===== config.mk =====
export PLATFORM = sky130hd
export DESIGN_NAME = conv_layer
export DESIGN_NICKNAME = d
export VERILOG_FILES = /design/src/rtl/nn_pkg.sv /design/src/rtl/conv_layer_mac.sv /design/src/rtl/conv_layer.sv
export SDC_FILE = /design/constraint.sdc
export NUM_CORES = 2
export LEC_CHECK = 0
export ABC_AREA = 1
export BUFFER_PORTS_ARGS = -buffer_cell sky130_fd_sc_hd__buf_4
export CAP_MARGIN = 15
export CORE_AREA = 2 2 370 464
export CTS_BUF_LIST = sky130_fd_sc_hd__clkbuf_4
export CTS_CLUSTER_DIAMETER = 60
export CTS_CLUSTER_SIZE = 25
export DETAILED_ROUTE_END_ITERATION = 16
export DIE_AREA = 0 0 372 466
export PLACE_DENSITY = 0.51
export SLEW_MARGIN = 30
export SYNTH_ARGS = -nofsm -noshare
export SYNTH_HDL_FRONTEND = slang
export SYNTH_HIERARCHICAL = 1
export SYNTH_SLANG_ARGS = --single-unit

===== constraint.sdc =====
create_clock -name clk -period 7.45 [get_ports clk]
set_clock_uncertainty 0.1 [all_clocks]
set_input_delay 1.1175 -clock clk [delete_from_list [all_inputs] [get_ports clk]]
set_output_delay 1.1175 -clock clk [all_outputs]
set_load 0.1 [all_outputs]

===== src/rtl/nn_pkg.sv =====
// Shared definitions for the neural-network datapath stages: controller
// state encoding, default fixed-point format and the shift-and-saturate
// helper shared by the convolution and fully-connected layers.
package nn_pkg;

    // Default fixed-point format (Q7.8)
    localparam int NN_WIDTH     = 16;
    localparam int NN_FRAC_BITS = 8;

    // Width of the intermediate sum handed to sat_trunc; callers
    // sign-extend their accumulator sums to this width.
    localparam int NN_WIDE      = 64;

    typedef enum logic [1:0] {
        IDLE  = 2'd0,
        MAC   = 2'd1,
        WRITE = 2'd2,
        DONE  = 2'd3
    } nn_state_e;

    // Arithmetic right shift by frac (rounds toward -inf), then clamp to
    // the signed range of a width-bit word. The result is returned
    // sign-extended; callers keep the low width bits.
    function automatic logic signed [NN_WIDE-1:0] sat_trunc(
        input logic signed [NN_WIDE-1:0] sum,
        input int                        width,
        input int                        frac
    );
        logic signed [NN_WIDE-1:0] res;
        logic signed [NN_WIDE-1:0] hi;
        logic signed [NN_WIDE-1:0] lo;
        res = sum >>> frac;
        hi  = (64'sd1 <<< (width - 1)) - 64'sd1;
        lo  = -(64'sd1 <<< (width - 1));
        if (res > hi) begin
            sat_trunc = hi;
        end else if (res < lo) begin
            sat_trunc = lo;
        end else begin
            sat_trunc = res;
        end
    endfunction

endpackage


===== src/rtl/conv_layer_mac.sv =====
// Registered signed multiply-accumulate. Clear wins over enable; the
// accumulator is sized by the caller so that it cannot overflow.
module mac_unit #(
    parameter int WIDTH     = 16,
    parameter int ACC_WIDTH = 36
) (
    input  logic                        clk,
    input  logic                        rst_n,
    input  logic                        i_clr,
    input  logic                        i_en,
    input  logic signed [WIDTH-1:0]     i_a,
    input  logic signed [WIDTH-1:0]     i_b,
    output logic signed [ACC_WIDTH-1:0] o_acc
);

    localparam int PW  = 2 * WIDTH;
    localparam int EXT = ACC_WIDTH - PW;

    logic signed [PW-1:0]        w_a_ext;
    logic signed [PW-1:0]        w_b_ext;
    logic signed [PW-1:0]        w_prod;
    logic signed [ACC_WIDTH-1:0] w_prod_ext;
    logic signed [ACC_WIDTH-1:0] r_acc;

    // Full-precision signed product, sign-extended to accumulator width
    always_comb begin
        w_a_ext    = {{WIDTH{i_a[WIDTH-1]}}, i_a};
        w_b_ext    = {{WIDTH{i_b[WIDTH-1]}}, i_b};
        w_prod     = w_a_ext * w_b_ext;
        w_prod_ext = {{EXT{w_prod[PW-1]}}, w_prod};
    end

    // Accumulator register: clear, accumulate or hold
    always_ff @(posedge clk or negedge rst_n) begin
        if (!rst_n) begin
            r_acc <= '0;
        end else if (i_clr) begin
            r_acc <= '0;
        end else if (i_en) begin
            r_acc <= r_acc + w_prod_ext;
        end else begin
            r_acc <= r_acc;
        end
    end

    assign o_acc = r_acc;

endmodule


===== src/rtl/conv_layer.sv =====
// Sequential single-channel valid convolution (stride 1, scalar bias).
// One MAC per cycle; output positions are visited in row-major order and
// each result is biased, truncated, saturated and registered in place.
module conv_layer
    import nn_pkg::*;
#(
    parameter int WIDTH             = NN_WIDTH,
    parameter int FRAC_BITS         = NN_FRAC_BITS,
    parameter int INPUT_DIM_WIDTH   = 4,
    parameter int INPUT_DIM_HEIGHT  = 4,
    parameter int KERNEL_SIZE       = 3,
    parameter int OUTPUT_DIM_WIDTH  = INPUT_DIM_WIDTH - KERNEL_SIZE + 1,
    parameter int OUTPUT_DIM_HEIGHT = INPUT_DIM_HEIGHT - KERNEL_SIZE + 1
) (
    input  logic                    clk,
    input  logic                    rst,
    input  logic                    start,
    input  logic signed [WIDTH-1:0] input_feature_map  [0:INPUT_DIM_HEIGHT-1][0:INPUT_DIM_WIDTH-1],
    input  logic signed [WIDTH-1:0] kernel             [0:KERNEL_SIZE-1][0:KERNEL_SIZE-1],
    input  logic signed [WIDTH-1:0] bias,
    output logic signed [WIDTH-1:0] output_feature_map [0:OUTPUT_DIM_HEIGHT-1][0:OUTPUT_DIM_WIDTH-1],
    output logic                    busy,
    output logic                    done
);

    localparam int ACC_WIDTH = 2 * WIDTH + $clog2(KERNEL_SIZE * KERNEL_SIZE);
    localparam int RW = (INPUT_DIM_HEIGHT > 1) ? $clog2(INPUT_DIM_HEIGHT) : 1;
    localparam int CW = (INPUT_DIM_WIDTH  > 1) ? $clog2(INPUT_DIM_WIDTH)  : 1;

    nn_state_e r_state;
    logic [RW-1:0] r_oy;
    logic [RW-1:0] r_ky;
    logic [CW-1:0] r_ox;
    logic [CW-1:0] r_kx;
    logic          r_busy;
    logic          r_done;

    logic signed [WIDTH-1:0] r_in   [0:INPUT_DIM_HEIGHT-1][0:INPUT_DIM_WIDTH-1];
    logic signed [WIDTH-1:0] r_k    [0:KERNEL_SIZE-1][0:KERNEL_SIZE-1];
    logic signed [WIDTH-1:0] r_bias;
    logic signed [WIDTH-1:0] r_ofm  [0:OUTPUT_DIM_HEIGHT-1][0:OUTPUT_DIM_WIDTH-1];

    logic [RW-1:0]               w_row;
    logic [CW-1:0]               w_col;
    logic signed [WIDTH-1:0]     w_a;
    logic signed [WIDTH-1:0]     w_b;
    logic                        w_clr;
    logic                        w_en;
    logic signed [ACC_WIDTH-1:0] w_acc;
    logic signed [NN_WIDE-1:0]   w_acc64;
    logic signed [NN_WIDE-1:0]   w_bias64;
    logic signed [NN_WIDE-1:0]   w_sum64;
    logic signed [NN_WIDE-1:0]   w_sat64;
    logic signed [WIDTH-1:0]     w_res;
    logic                        w_unused_hi;

    // Operand selection for the current tap and MAC control decode
    always_comb begin
        w_row = r_oy + r_ky;
        w_col = r_ox + r_kx;
        w_a   = r_in[w_row][w_col];
        w_b   = r_k[r_ky][r_kx];
        w_en  = 1'b0;
        w_clr = 1'b0;
        if (r_state == MAC) begin
            w_en = 1'b1;
        end else begin
            w_en = 1'b0;
        end
        if (((r_state == IDLE) && start) || (r_state == WRITE)) begin
            w_clr = 1'b1;
        end else begin
            w_clr = 1'b0;
        end
    end

    mac_unit #(
        .WIDTH     (WIDTH),
        .ACC_WIDTH (ACC_WIDTH)
    ) u_mac (
        .clk   (clk),
        .rst_n (rst),
        .i_clr (w_clr),
        .i_en  (w_en),
        .i_a   (w_a),
        .i_b   (w_b),
        .o_acc (w_acc)
    );

    // Bias alignment, truncating shift and saturation of the finished sum
    always_comb begin
        w_acc64     = {{(NN_WIDE-ACC_WIDTH){w_acc[ACC_WIDTH-1]}}, w_acc};
        w_bias64    = {{(NN_WIDE-WIDTH){r_bias[WIDTH-1]}}, r_bias};
        w_sum64     = w_acc64 + (w_bias64 <<< FRAC_BITS);
        w_sat64     = sat_trunc(w_sum64, WIDTH, FRAC_BITS);
        w_res       = w_sat64[WIDTH-1:0];
        w_unused_hi = ^w_sat64[NN_WIDE-1:WIDTH];
    end

    // Controller: state, tap/position counters, operand capture, result
    // write-back and the registered busy/done flags
    always_ff @(posedge clk or negedge rst) begin
        if (!rst) begin
            r_state <= IDLE;
            r_oy    <= '0;
            r_ox    <= '0;
            r_ky    <= '0;
            r_kx    <= '0;
            r_busy  <= 1'b0;
            r_done  <= 1'b0;
            r_bias  <= '0;
            for (int r = 0; r < INPUT_DIM_HEIGHT; r++) begin
                for (int c = 0; c < INPUT_DIM_WIDTH; c++) begin
                    r_in[r][c] <= '0;
                end
            end
            for (int r = 0; r < KERNEL_SIZE; r++) begin
                for (int c = 0; c < KERNEL_SIZE; c++) begin
                    r_k[r][c] <= '0;
                end
            end
            for (int r = 0; r < OUTPUT_DIM_HEIGHT; r++) begin
                for (int c = 0; c < OUTPUT_DIM_WIDTH; c++) begin
                    r_ofm[r][c] <= '0;
                end
            end
        end else begin
            case (r_state)
                IDLE: begin
                    r_done <= 1'b0;
                    if (start) begin
                        r_in    <= input_feature_map;
                        r_k     <= kernel;
                        r_bias  <= bias;
                        r_oy    <= '0;
                        r_ox    <= '0;
                        r_ky    <= '0;
                        r_kx    <= '0;
                        r_busy  <= 1'b1;
                        r_state <= MAC;
                    end else begin
                        r_busy  <= 1'b0;
                        r_state <= IDLE;
                    end
                end
                MAC: begin
                    r_busy <= 1'b1;
                    r_done <= 1'b0;
                    if (r_kx == CW'(KERNEL_SIZE - 1)) begin
                        r_kx <= '0;
                        if (r_ky == RW'(KERNEL_SIZE - 1)) begin
                            r_ky    <= '0;
                            r_state <= WRITE;
                        end else begin
                            r_ky    <= r_ky + RW'(1);
                            r_state <= MAC;
                        end
                    end else begin
                        r_kx    <= r_kx + CW'(1);
                        r_state <= MAC;
                    end
                end
                WRITE: begin
                    r_ofm[r_oy][r_ox] <= w_res;
                    if (r_ox == CW'(OUTPUT_DIM_WIDTH - 1)) begin
                        r_ox <= '0;
                        if (r_oy == RW'(OUTPUT_DIM_HEIGHT - 1)) begin
                            r_oy    <= '0;
                            r_busy  <= 1'b0;
                            r_done  <= 1'b1;
                            r_state <= DONE;
                        end else begin
                            r_oy    <= r_oy + RW'(1);
                            r_busy  <= 1'b1;
                            r_done  <= 1'b0;
                            r_state <= MAC;
                        end
                    end else begin
                        r_ox    <= r_ox + CW'(1);
                        r_busy  <= 1'b1;
                        r_done  <= 1'b0;
                        r_state <= MAC;
                    end
                end
                DONE: begin
                    r_busy  <= 1'b0;
                    r_done  <= 1'b0;
                    r_state <= IDLE;
                end
                default: begin
                    r_busy  <= 1'b0;
                    r_done  <= 1'b0;
                    r_state <= IDLE;
                end
            endcase
        end
    end

    assign output_feature_map = r_ofm;
    assign busy               = r_busy;
    assign done               = r_done;

endmodule


Yosys cells after proc, flatten, opt, wreduce, memory -nomap -nowiden --
Index checks and enable logic that the tools add are counted.
Cells by class: $add $sub $neg 8, multiply operators 1, magnitude comparators 10, equal/unequal tests 10, muxes and demuxes 47, bitwise operators 6, reduce and logical (&&, ||, !) cells 14
Operator list (number):
- $bmux 64 s2 | 1
- $mux 64 | 2
- $mux 16 | 7
- $bmux 48 s2 | 1
- $mux 48 | 2
- $mux 36 | 2
- $bmux 16 s2 | 2
- $bwmux 64 | 1
- $add 36x24->37 | 1
- $add 36x32->36 | 1
- $demux 32 s1 | 1
- $mul 16x16->32 | 1
- $mux 32 | 1
- $gt 29x16->1 const B | 1
- $lt 29x16->1 const B | 1
- $mux 2 | 11
- $not 2->3 | 6
- $demux 16 s1 | 1
- $pmux 2 s2 | 4
- $ge 3x3->1 const B | 4
- $add 2x1->2 const B | 4
- $eq 2x2->1 const B | 4
- $mux 1 | 8
- $pmux 2 s4 | 1
- other kinds (15) | 28
Storage, ports and cells: bits in registers 528

Longest topological paths before layout --
depth in word-level cells 12, gate-level depth with buffers 39, gate-level depth less buffers 36

Cells and area by module --
The synthesis kept the hierarchy.
Modules (own cells, without submodules):
- conv_layer | instances 1, cells each 3361, area an instance 24477.2 um^2
- mac_unit | instances 1, cells each 1883, area an instance 14217.4 um^2

Least setup slack after synthesis --
No wires, ideal clock.
path kind reg-to-reg, start point reg r_oy[0], end point reg u_mac.r_acc[33], in the netlist u_mac/o_acc[33], library setup time 117 ps, arrival 7323 ps, data required time 7233 ps, setup slack -90 ps, cell stages (with the launch flop) 30, clock period less this slack 7540 ps, cell sequence dfrtp_1 -> ha_1 -> xnor2_1 -> xor2_1 -> clkbuf_1 -> buf_2 -> clkbuf_1 -> o21ai_0 -> a31oi_1 -> clkbuf_1 -> nand2_1 -> fa_1 -> fa_1 -> fa_1 -> inv_1 -> fa_1 -> fa_1 -> inv_1 -> fa_1 -> inv_1 -> ha_1 -> nand2_1 -> nor2_1 -> nand2_1 -> nor4_1 -> nand2_1 -> nand2_1 -> nand2_1 -> nand3_1 -> nand2_1
On the way: cells in the longest elaborated chain, start to end 12
RTL lines:
- from (decl) | RTL line conv_layer.sv:31 | logic [RW-1:0] r_oy;
- from (signal assigned) | RTL line conv_layer.sv:173 | r_oy <= r_oy + RW'(1);
- $add 2x2->2 | RTL line conv_layer.sv:59 | w_row = r_oy + r_ky;
- $not 2->3 (not written as such) | RTL line conv_layer.sv:61 | w_a = r_in[w_row][w_col];
- $bmux 64 s2 | RTL line conv_layer.sv:61
- $mux 64 (not written as such) (2 in series) | RTL line conv_layer.sv:61
- $bmux 16 s2 | RTL line conv_layer.sv:61
- $mux 16 (not written as such) (2 in series) | RTL line conv_layer.sv:61
- via w_a[15] | RTL line conv_layer.sv:45 | logic signed [WIDTH-1:0] w_a;
- $mul 16x16->32 | RTL line conv_layer_mac.sv:29 | w_prod = w_a_ext * w_b_ext;
- $add 36x32->36 | RTL line conv_layer_mac.sv:40 | r_acc <= r_acc + w_prod_ext;
- $mux 36 | RTL line conv_layer_mac.sv:39 | end else if (i_en) begin
- $mux 36 | RTL line conv_layer_mac.sv:37 | end else if (i_clr) begin
- to (signal assigned) | RTL line conv_layer_mac.sv:40
- to (signal assigned) | RTL line conv_layer_mac.sv:42 | r_acc <= r_acc;
- to (decl) | RTL line conv_layer_mac.sv:23 | logic signed [ACC_WIDTH-1:0] r_acc;
The timed path passes the listed nets, and every way through them passes these cells. The select of a mux whose other input is x is not followed. A chain may end at the register's enable or synchronous reset.

Worst setup path after layout --
start point reg r_ky[0], end point reg u_mac.r_acc[34], in the netlist u_mac/o_acc[34]
On the way: cells in the longest elaborated chain, start to end 12, elaborated cells between the ends (all ways) 19, those cells by class add/sub (2); mul (1); mux (14); bitwise (2)
RTL lines:
- from (decl) | RTL line conv_layer.sv:32 | logic [RW-1:0] r_ky;
- from (signal assigned) | RTL line conv_layer.sv:155 | r_ky <= r_ky + RW'(1);
- $add 2x2->2 | RTL line conv_layer.sv:59
- $not 2->3 (not written as such) | RTL line conv_layer.sv:61
- $bmux 64 s2 | RTL line conv_layer.sv:61
- $mux 64 (not written as such) (2 in series) | RTL line conv_layer.sv:61
- $bmux 16 s2 | RTL line conv_layer.sv:61
- $mux 16 (not written as such) (2 in series) | RTL line conv_layer.sv:61
- via w_a[13] | RTL line conv_layer.sv:45
- $mul 16x16->32 | RTL line conv_layer_mac.sv:29
- $add 36x32->36 | RTL line conv_layer_mac.sv:40
- $mux 36 | RTL line conv_layer_mac.sv:39
- $mux 36 | RTL line conv_layer_mac.sv:37
The timed path passes the listed nets, and every way through them passes these cells. The select of a mux whose other input is x is not followed.

==> impl_metrics.ini <==
[route]
first_pass_iters = 5
vias = 35000
vias_per_cell = 4.32
final_antenna_net_count = 0
wire_per_inst_um = 17.9
wl_mm = 145
drc = 0
drtIter0Drc = 2390

[setup_path]
required_ns = 8.20
cpMaxStageDelayCell = fa_1
worstSetupStartpointType = flop
arrival_ns = 8.04
critPathKind = flop to flop
slowest_delay_ns = 0.56
critPathMaxFanout = 7
critPathMostFrequentCell = fa_1
end_kind = flop

[die]
die-area_sq_um = 173000
num_rows = 169
dieWidth_um = 372
io_pins = 485
placeableCoreArea_sq_um = 169000
initial_utilization_pct = 22.9
fp.dieH_um = 466

[final_layout]
final-instance-count-excl-fill = 8103
drive_gt1_share_pct = 19.8
final_common_cell = nand2_1
stdcell_area_sq_um = 49600
fin_nets = 6690
nFillCells = 18400
area_growth_pct = 28.3
final_cell_mix = nand2_1, inv_1, buf_4
utilization_pct = 29.4

[pwr]
leakage_nw = 28.3
p_per_area_nw_per_um2 = 106
ir_worst_vdd_v = 0.0000925

[timing]
fin_crit_sh_pct = 97.9
rsz0062_at_grt = true
worstMarginPinSlew_ns = 0.876
slew_headroom_pct = 41.4
setup-tns-final_ns = 0
finalHoldViolations = 0
worst_slack_ns = 0.158
setup_violations = 0
min_period_ns = 7.29
drv_slew = 0
fmax_ghz = 0.137

[clock_tree]
cts_tree = done
cts.path.max_buffers = 3
insertion_delay_ns = 1.06
h-tree-depth = 3
numCtsBuffers = 66
clkSinkCount = 528
clockRootBuffer = clkbuf_4
clk_pin_slew_ns = 0.21

[logic_synthesis]
syn_avg_cell_area_sq_um = 7.38
yosysSeqAreaShare_pct = 34.1
synthCells = 5244
synth_nets = 6115
synth_edf_count = 0
synthArstFlopShare_pct = 100
synth_ff_type = dfrtp_1
syn_area_sq_um = 38700
ys_warn_count = 6
synthDistinctLibCells = 47
yosys_register_bits = 528

[job]
drv_cap = 0

[placed_design]
hpwlAfterDp_mm = 112
globalplace.congestion = 0.897
place_ws_ns = -0.303
postPlaceCellArea_sq_um = 46300
io_buffers = 484
placedCellCount = 7898

[run_status]
status = complete, no violations

[global_route]
grt_util_all_layers_pct = 16.2
grt_pass1_vias = 35700
grt_max_degree = 162
grt_pass1_wl_mm = 216
grt_antenna_before_repair = 7
grt_remaining_overflow = 0

[min_path]
hold_path.class = input pin to flop
[critical path, delay by kind of cell (launching register included)]
kind / cells / cell delay (ns)
AO/OA/AOI/OAI: 4 / 0.38
XOR/XNOR: 2 / 0.45
adder cells (fa/ha/maj): 8 / 3.60
flip-flops: 1 / 0.45
AND/OR/NAND/NOR: 11 / 1.10
buffers and inverters: 10 / 0.99
[final cells by class]
type | instances | area (sq um) | area share (%)
Antenna cell | 7 | 17.5 | 0.0353
Clock buffer | 70 | 526 | 1.06
Clock inverter | 52 | 641 | 1.29
Inverter | 740 | 2800 | 5.65
Multi-Input combinational cell | 3737 | 23000 | 46.4
Sequential cell | 528 | 13200 | 26.6
Tap cell | 2223 | 2780 | 5.60
Timing Repair Buffer | 746 | 6630 | 13.4
[cell usage after synthesis, drive strengths merged, types with 7 or more instances]
master  number  area [sq um]
inv        733          2750
a22oi       44           330
clkinv       7          26.3
xnor2        8          70.1
nand3      118           606
clkbuf     224           842
dfrtp      528         13200
buf         15           100
nor3        12          70.1
and2         8          50.1
a21oi       56           280
xor2        17           156
fa         315          6310
nand3b      11          86.3
o21ai       85           437
mux2i        8          80.1
a31oi       57           357
o211ai      14           105
nor2       127           539
nand2     2676         10300
ha         137          1710
nand4       15          93.8
[layer usage]
| metal | track usage (%) | vias to the layer above | wire (um) |
|---|---|---|---|
| met5 | 0 | - | 54 |
| met4 | 5.19 | 8 | 4900 |
| met3 | 1.93 | 212 | 6970 |
| met2 | 26.2 | 1064 | 66400 |
| met1 | 22.6 | 16900 | 66500 |
| li1 | - | 16800 | - |
[state kept, by name, summed over array words and instances (netlist names), 2 cells and up]
name	cells
r_state	2
output_feature_map	64
r_oy	2
u_mac/o_acc	36
r_k	144
r_ky	2
r_in	256
r_kx	2
r_ox	2
r_bias	16
[cell families after synthesis]
logic type               synth area share [%]
AND/OR/NAND/NOR                          30.4
buffers and inverters                    9.61
flip-flops                               34.1
adder cells (fa/ha/maj)                  20.7
AO/OA/AOI/OAI                            4.30
XOR/XNOR                                0.585
multiplexers                            0.207
[worst paths after layout]
kind / start / endpoint / slack (ns) / depth (start not counted)
min in group asynchronous: rst / r_in[2] / 0.54 / 2
min reg2reg: r_in[138] / r_in[138] / 0.39 / 2
max reg2reg: r_ky[0] / u_mac/o_acc[34] / 0.16 / 35
max: r_ky[0] / u_mac/o_acc[34] / 0.16 / 35
max in group asynchronous: rst / r_bias[6] / 5.02 / 4
min: kernel[123] / r_k[123] / 0.14 / 3
[power by group]
| group | internal [W] | total, W | switching, W |
|---|---|---|---|
| clock network | 0.000756 | 0.00213 | 0.00138 |
| logic | 0.000148 | 0.000270 | 0.000122 |
| registers | 0.00287 | 0.00287 | 0 |
[per-stage QoR]
step | hold WS, ns | power [W]
6_report | 0.144 | 0.00527
4_1_cts | 0.000380 | 0.00536
5_1_grt | 0.0418 | 0.00547
2_1_floorplan | 0.348 | 0.00292
3_3_place_gp | 0.362 | 0.00319
3_5_place_dp | 0.365 | 0.00319
[what timing repair did]
action                     4_1_cts  5_1_grt
buffers inserted                 3       47
pin swaps                        0       89
resized for setup               25      273
cloned                           1       10
hold buffers                    13        0
setup endpoints to repair       24       24
hold endpoints to repair        94        0
(Power assumes the default switching activity.)
